## src/rtl/lmsm_sequencer_if.sv

```systemverilog
// Decode-to-EX handshake bundle for the LM/SM sequencer.
// master = pipeline side driving decode/EX controls, slave = sequencer.
interface lmsm_sequencer_if #(
    parameter int IR_W = 16
);
    logic            id_valid;
    logic [IR_W-1:0] id_ir;
    logic [IR_W-1:0] id_pc;
    logic            id_ready;
    logic            stall_if;
    logic            flush;
    logic            ex_ready;
    logic            uop_valid;
    logic [IR_W-1:0] uop_ir;
    logic [IR_W-1:0] uop_pc;
    logic            uop_first;
    logic            uop_last;

    modport master (
        output id_valid, id_ir, id_pc, flush, ex_ready,
        input  id_ready, stall_if, uop_valid, uop_ir, uop_pc, uop_first, uop_last
    );

    modport slave (
        input  id_valid, id_ir, id_pc, flush, ex_ready,
        output id_ready, stall_if, uop_valid, uop_ir, uop_pc, uop_first, uop_last
    );
endinterface

```

## src/rtl/lmsm_sequencer.sv

```systemverilog
// Expands LM/SM into one LW/SW micro-op per set bit of the register list,
// stalling fetch/decode while a sequence is in flight. Everything else
// passes through the registered micro-op slot with one cycle of latency.
module lmsm_sequencer #(
    parameter int IR_W      = 16,
    parameter bit ORDER_ASC = 1'b1
) (
    input logic         clk,
    input logic         rst_n,
    lmsm_sequencer_if.slave bus
);
    typedef enum logic {IDLE, SEQ} state_t;

    state_t          state_q;
    logic [7:0]      mask_q;
    logic [2:0]      k_q;
    logic [IR_W-1:0] uop_ir_q;
    logic [IR_W-1:0] uop_pc_q;
    logic            uop_valid_q;
    logic            uop_first_q;
    logic            uop_last_q;

    logic        load_ok;
    logic        id_ready;
    logic        accept;
    logic        is_multi;
    logic [7:0]  src_mask;
    logic [2:0]  sel_idx;
    logic [7:0]  rem_mask;
    logic [3:0]  uop_opc;
    logic [2:0]  uop_ra;
    logic [2:0]  uop_k;
    logic [15:0] uop16;

    // Priority encoder: lowest set bit when ascending, highest otherwise.
    function automatic logic [2:0] pick(input logic [7:0] m);
        logic [2:0] idx;
        idx = '0;
        if (ORDER_ASC) begin
            for (int i = 7; i >= 0; i--)
                if (m[i]) idx = 3'(i);
        end else begin
            for (int i = 0; i < 8; i++)
                if (m[i]) idx = 3'(i);
        end
        return idx;
    endfunction

    // Handshake and next micro-op composition. In SEQ the opcode and base
    // register are recovered from the micro-op already in the slot, so no
    // separate copy of the original instruction is kept.
    always_comb begin
        load_ok  = ~uop_valid_q | bus.ex_ready;
        id_ready = rst_n & ~bus.flush & (state_q == IDLE) & load_ok;
        accept   = bus.id_valid & id_ready;
        is_multi = (bus.id_ir[15:13] == 3'b011);
        src_mask = (state_q == IDLE) ? bus.id_ir[7:0] : mask_q;
        sel_idx  = pick(src_mask);
        rem_mask = src_mask & ~(8'b1 << sel_idx);
        uop_opc  = (state_q == IDLE) ? {3'b010, bus.id_ir[12]} : uop_ir_q[15:12];
        uop_ra   = (state_q == IDLE) ? bus.id_ir[11:9] : uop_ir_q[8:6];
        uop_k    = (state_q == IDLE) ? 3'd0 : k_q;
        uop16    = {uop_opc, sel_idx, uop_ra, 3'b000, uop_k};
    end

    // Sequencer FSM and micro-op output register; flush beats everything.
    always_ff @(posedge clk or negedge rst_n) begin
        if (!rst_n) begin
            state_q     <= IDLE;
            mask_q      <= '0;
            k_q         <= '0;
            uop_ir_q    <= '0;
            uop_pc_q    <= '0;
            uop_valid_q <= 1'b0;
            uop_first_q <= 1'b0;
            uop_last_q  <= 1'b0;
        end else if (bus.flush) begin
            state_q     <= IDLE;
            mask_q      <= '0;
            k_q         <= '0;
            uop_valid_q <= 1'b0;
            uop_first_q <= 1'b0;
            uop_last_q  <= 1'b0;
        end else if (load_ok) begin
            case (state_q)
                IDLE: begin
                    if (accept && is_multi && bus.id_ir[7:0] != 8'h00) begin
                        uop_ir_q    <= IR_W'(uop16);
                        uop_pc_q    <= bus.id_pc;
                        uop_valid_q <= 1'b1;
                        uop_first_q <= 1'b1;
                        uop_last_q  <= (rem_mask == 8'h00);
                        mask_q      <= rem_mask;
                        k_q         <= 3'd1;
                        state_q     <= (rem_mask != 8'h00) ? SEQ : IDLE;
                    end else if (accept && !is_multi) begin
                        uop_ir_q    <= bus.id_ir;
                        uop_pc_q    <= bus.id_pc;
                        uop_valid_q <= 1'b1;
                        uop_first_q <= 1'b0;
                        uop_last_q  <= 1'b1;
                    end else begin
                        // Nothing accepted, or an empty-list LM/SM swallowed.
                        uop_valid_q <= 1'b0;
                        uop_first_q <= 1'b0;
                        uop_last_q  <= 1'b0;
                    end
                end
                SEQ: begin
                    uop_ir_q    <= IR_W'(uop16);
                    uop_valid_q <= 1'b1;
                    uop_first_q <= 1'b0;
                    uop_last_q  <= (rem_mask == 8'h00);
                    mask_q      <= rem_mask;
                    k_q         <= k_q + 3'd1;
                    if (rem_mask == 8'h00) state_q <= IDLE;
                end
                default: state_q <= IDLE;
            endcase
        end
    end

    assign bus.id_ready  = id_ready;
    assign bus.stall_if  = ~id_ready;
    assign bus.uop_valid = uop_valid_q;
    assign bus.uop_ir    = uop_ir_q;
    assign bus.uop_pc    = uop_pc_q;
    assign bus.uop_first = uop_first_q;
    assign bus.uop_last  = uop_last_q;
endmodule
```

## src/flat_wrapper.sv

```systemverilog
// flat-port wrapper written by rule: the top's interface ports become plain ports
module lmsm_sequencer_flat 
#(
    parameter int IR_W      = 16,
    parameter bit ORDER_ASC = 1'b1
)
  (clk, rst_n, bus_id_valid, bus_id_ir, bus_id_pc, bus_flush, bus_ex_ready, bus_id_ready, bus_stall_if, bus_uop_valid, bus_uop_ir, bus_uop_pc, bus_uop_first, bus_uop_last);
  lmsm_sequencer_if #(.IR_W(IR_W)) bus_i ();
  input logic clk;
  input logic rst_n;
  input wire logic [$bits(bus_i.id_valid)-1:0] bus_id_valid;
  input wire logic [$bits(bus_i.id_ir)-1:0] bus_id_ir;
  input wire logic [$bits(bus_i.id_pc)-1:0] bus_id_pc;
  input wire logic [$bits(bus_i.flush)-1:0] bus_flush;
  input wire logic [$bits(bus_i.ex_ready)-1:0] bus_ex_ready;
  output wire logic [$bits(bus_i.id_ready)-1:0] bus_id_ready;
  output wire logic [$bits(bus_i.stall_if)-1:0] bus_stall_if;
  output wire logic [$bits(bus_i.uop_valid)-1:0] bus_uop_valid;
  output wire logic [$bits(bus_i.uop_ir)-1:0] bus_uop_ir;
  output wire logic [$bits(bus_i.uop_pc)-1:0] bus_uop_pc;
  output wire logic [$bits(bus_i.uop_first)-1:0] bus_uop_first;
  output wire logic [$bits(bus_i.uop_last)-1:0] bus_uop_last;
  assign bus_i.id_valid = bus_id_valid;
  assign bus_i.id_ir = bus_id_ir;
  assign bus_i.id_pc = bus_id_pc;
  assign bus_i.flush = bus_flush;
  assign bus_i.ex_ready = bus_ex_ready;
  assign bus_id_ready = bus_i.id_ready;
  assign bus_stall_if = bus_i.stall_if;
  assign bus_uop_valid = bus_i.uop_valid;
  assign bus_uop_ir = bus_i.uop_ir;
  assign bus_uop_pc = bus_i.uop_pc;
  assign bus_uop_first = bus_i.uop_first;
  assign bus_uop_last = bus_i.uop_last;
  lmsm_sequencer #(.IR_W(IR_W), .ORDER_ASC(ORDER_ASC)) u_core (.clk(clk), .rst_n(rst_n), .bus(bus_i));
endmodule
```

## config.mk

```make
export PLATFORM = sky130hd
export DESIGN_NAME = lmsm_sequencer_flat
export DESIGN_NICKNAME = d
export VERILOG_FILES = /design/src/rtl/lmsm_sequencer_if.sv /design/src/rtl/lmsm_sequencer.sv /design/src/flat_wrapper.sv
export SDC_FILE = /design/constraint.sdc
export NUM_CORES = 1
export LEC_CHECK = 0
export CAP_MARGIN = 20
export CORE_ASPECT_RATIO = 1.1
export CORE_UTILIZATION = 46
export CTS_CLUSTER_DIAMETER = 80
export CTS_CLUSTER_SIZE = 30
export DETAILED_ROUTE_END_ITERATION = 10
export PLACE_DENSITY = 0.8
export SYNTH_ARGS = -nofsm -noshare
export SYNTH_HDL_FRONTEND = slang
export SYNTH_SLANG_ARGS = --single-unit
```

## constraint.sdc

```tcl
create_clock -name clk -period 2.5 [get_ports clk]
set_input_delay 0.5 -clock clk [delete_from_list [all_inputs] [get_ports clk]]
set_output_delay 0.5 -clock clk [all_outputs]
set_load 0.02 [all_outputs]
```

==> results by group <==
Timing
  • Fmax: 0.4168 GHz
  • Endpoints failing setup: 0
  • Fin Hold WS: 0.3692 ns
  • Min Tclk post-route: 2.399 ns
  • Setup TNS: 0 ns
  • Setup Skew: 0.007824 ns
  • Slew Limit Fails: 0
  • Final worst-path cycle share: 95.97%
  • RSZ-0062 raised after global routing: false
  • Slew @ Worst Pin: 0.5945 ns
  • Fin. Hold Viols: 0
  • Slew margin rel.: 60.37%

Finish
  • Final Cell Area: 0.003412 mm²
  • Footprint of the multi-input gates: 0.001079 mm²
  • Fin nets: 347
  • Area grow syn2layout: 46.61%
  • Layout cell share with drive strength beyond 1: 23.87%
  • FF+latch area: 0.001176 mm²
  • Fill cell instance count of the final layout: 363
  • Diode count: 0

Floorplan
  • DIE WIDTH: 69.82 µm
  • DIE HEIGHT: 76.60 µm
  • Rows: 26
  • Die area: 0.005348 mm²
  • Core area: 0.004750 mm²
  • Total I/O pin count: 74
  • Initial core utilization: 49.00%

Routing
  • DRC viols: 0
  • Wirelength per Cell: 16.26 µm
  • Antenna viol nets, final: 0
  • Post-DR vias/cell: 5.467
  • Final WL: 5952 µm
  • Drt initial violations: 97
  • DR pass1 iterations: 4
  • DR vias: 2,001

Power
  • Gate power share: 38.4%
  • Switching part of the total: 32.22%
  • Max IR drop VDD: 0.5444 mV
  • NetSw: 0.8248 mW
  • Power share of the clock group: 21.8%
  • Flop pwr share: 39.8%
  • P_int: 1.735 mW
  • Leakage: 1.480 nW
  • Pwr Density: 750.1 mW/mm²

Global routing
  • Global route overflow: 0
  • First-pass GRT wire length: 9887 µm
  • All-layer global routing usage: 23.68%
  • Initial antenna violation count: 0
  • Largest net degree at the start of global routing: 48
  • Vias in the first global route: 2,003

Flow run
  • Max cap viols: 0

Worst setup path
  • Slowest-stage cell, CP: clkdlybuf4s50_1
  • Worst Setup EP: bus_stall_if
  • Critical path type: in -> out
  • R2R Path End: u_core.bus.uop_last
  • Crit path DAT: 1.90 ns
  • Crit path launch: bus_ex_ready
  • Crit-path max cell delay: 0.62 ns
  • Worst r2r path cells: 7
  • WP data required: 2.00 ns
  • Critical path peak fanout: 2
  • CP Launch Type: input port
  • Flop2flop setup slack: 0.25 ns
  • Most frequent cell on the critical path: clkdlybuf4s50_1
  • Worst-path cell chain: clkdlybuf4s50_1 -> nor2b_1 -> nor2_1 -> nand3_1 -> clkdlybuf4s50_1
  • FF-to-FF Start: u_core.state_q
  • Worst Setup End Kind: primary output

Clocking
  • Worst-Skew Late Latency: 0.31 ns
  • H-tree Lvls: 2
  • Sink Count: 47
  • Reg clk slew, reported paths: 0.09 ns
  • CTS tree: built
  • CTS max path bufs: 2
  • TritonCTS Buffers: 5
  • Root Buffer: clkbuf_8
  • Post-CTS Setup Repair Bufs: 0

Place
  • DP Area: 0.003297 mm²
  • DP Wirelength: 4585 µm
  • IO Port Bufs: 73
  • GP Congestion: 0.8719

Logic synthesis
  • Yosys warning total: 0
  • Post-synth cell types: 45
  • Mapped Nets: 248
  • Avg Inst Size Synth: 11.08 µm²
  • Synth Register Bits: 47
  • Mapped Area: 0.002327 mm²
  • Sequential-to-total area share from yosys stat: 50.54%
  • Post-Synthesis Cells: 210

Outcome
  • Status: finished clean

Hold path
  • Hold Crit Class: in -> async
synthesized netlist by cell type (all sizes together):
cell	n	share of area, %
o211ai	1	0.32
a41oi	1	0.38
o21ai	13	2.8
nor3	3	1.3
nor2	16	2.7
ha	1	0.54
and2	1	0.27
dfrtp	47	51
o21bai	1	0.32
a32o	5	2.2
mux2	24	12
and3	1	0.27
mux2i	6	2.6
buf	7	2.2
a22o	4	1.5
nand2b	4	1.1
o31ai	2	1.2
a21oi	9	2.1
nor2b	2	0.54
a22oi	1	0.32
inv	7	1.1
nand3	9	1.9
nor4	2	0.54
nand2	20	3.2
or3	5	1.3
a211oi	4	1.7
a31o	1	0.38
a21o	1	0.32
a21boi	1	0.48
a31oi	7	2.2
nand3b	2	1.2
or2	2	0.54
power groups by stage:
stage	clock, mW	sequential [mW]	combinational, mW
6_report	0.558	1.02	0.984
5_1_grt	0.601	1.04	1.04
4_1_cts	0.570	1.02	0.990
3_5_place_dp	0	1.03	0.985
3_3_place_gp	0	1.02	0.972
2_1_floorplan	0	1.22	0.284
critical path, delay by kind of cell:
family / cells / cell delay, ns
buffers and inverters: 2 / 1.04
AND/OR/NAND/NOR: 3 / 0.37
per-stage QoR:
stage          cells  utilization (%)  power, mW  setup WS [ns]
2_1_floorplan    210                -      1.508         0.5499
3_3_place_gp     358            69.42      1.997        0.06769
3_5_place_dp     358            69.42      2.019        0.02077
4_1_cts          366            71.79      2.580        0.01708
5_1_grt          366            71.84      2.687        0.01607
6_report         366            71.84      2.560         0.1008
cell type report:
cell class	count	share of cell area, %
Inverter	7	0.7701
Sequential cell	47	34.47
Clock buffer	5	2.017
Multi-Input combinational cell	149	31.61
Tap cell	56	2.054
Timing Repair Buffer	99	27.80
Clock inverter	3	1.283
layout by cell type (no fill, tap or decap), types with 4 or more instances in the layout:
master           instances
nand2b_1                 4
nand2_1                 20
mux2_2                  22
mux2i_1                  6
nor2_1                  15
clkbuf_8                 5
buf_4                   24
a21oi_1                  8
a32o_1                   5
a31oi_1                  6
dfrtp_1                 47
or3_1                    5
clkdlybuf4s50_1         71
nand3_1                  9
o21ai_0                 11
inv_1                    6
a22o_1                   4
flip-flops by register name, indices dropped and copies added (netlist names), named ones only:
name	flops
u_core.bus.uop_pc	16
u_core.bus.uop_valid	1
u_core.bus.uop_last	1
u_core.mask_q	8
u_core.k_q	3
u_core.bus.uop_ir	12
u_core.state_q	1
u_core.bus.uop_first	1
timing repair:
action                     in CTS  in global routing
resized for setup               0                  1
hold buffers                    0                  0
setup endpoints to repair       0                  1
how the worst min path moves through the flow:
stage | from | end | slack, ns | depth (start not counted)
after floorplan | rst_n | asynchronous set/reset pin | 0.20 | 0
after detailed placement | u_core.bus.uop_ir[6] | u_core.bus.uop_ir[6] | 0.47 | 2
final | rst_n | u_core.mask_q[3] | 0.37 | 2
after global routing | rst_n | u_core.mask_q[2] | 0.43 | 2
after CTS | rst_n | u_core.mask_q[2] | 0.41 | 2
after global placement | flop | flop | 0.46 | 2
kinds of logic (layout without fill, tap and decap cells):
family                   after synthesis  count (layout)  synth area share (%)
multiplexers                          30              30                 14.52
flip-flops                            47              47                 50.54
buffers and inverters                 14             114                 3.279
AND/OR/NAND/NOR                       67              67                 14.95
adder cells (fa/ha/maj)                1               1                0.5375
AO/OA/AOI/OAI                         51              51                 16.18
routing by layer:
metal / track usage (%) / wire length [µm] / vias up
met2: 38.94 / 2939 / 62
met1: 30.27 / 2575 / 969
li1: - / - / 958
met3: 5.026 / 289 / 12
met4: 9.600 / 148 / 0
met5: 0 / 0 / -
Power figures use the tool's default switching activity.
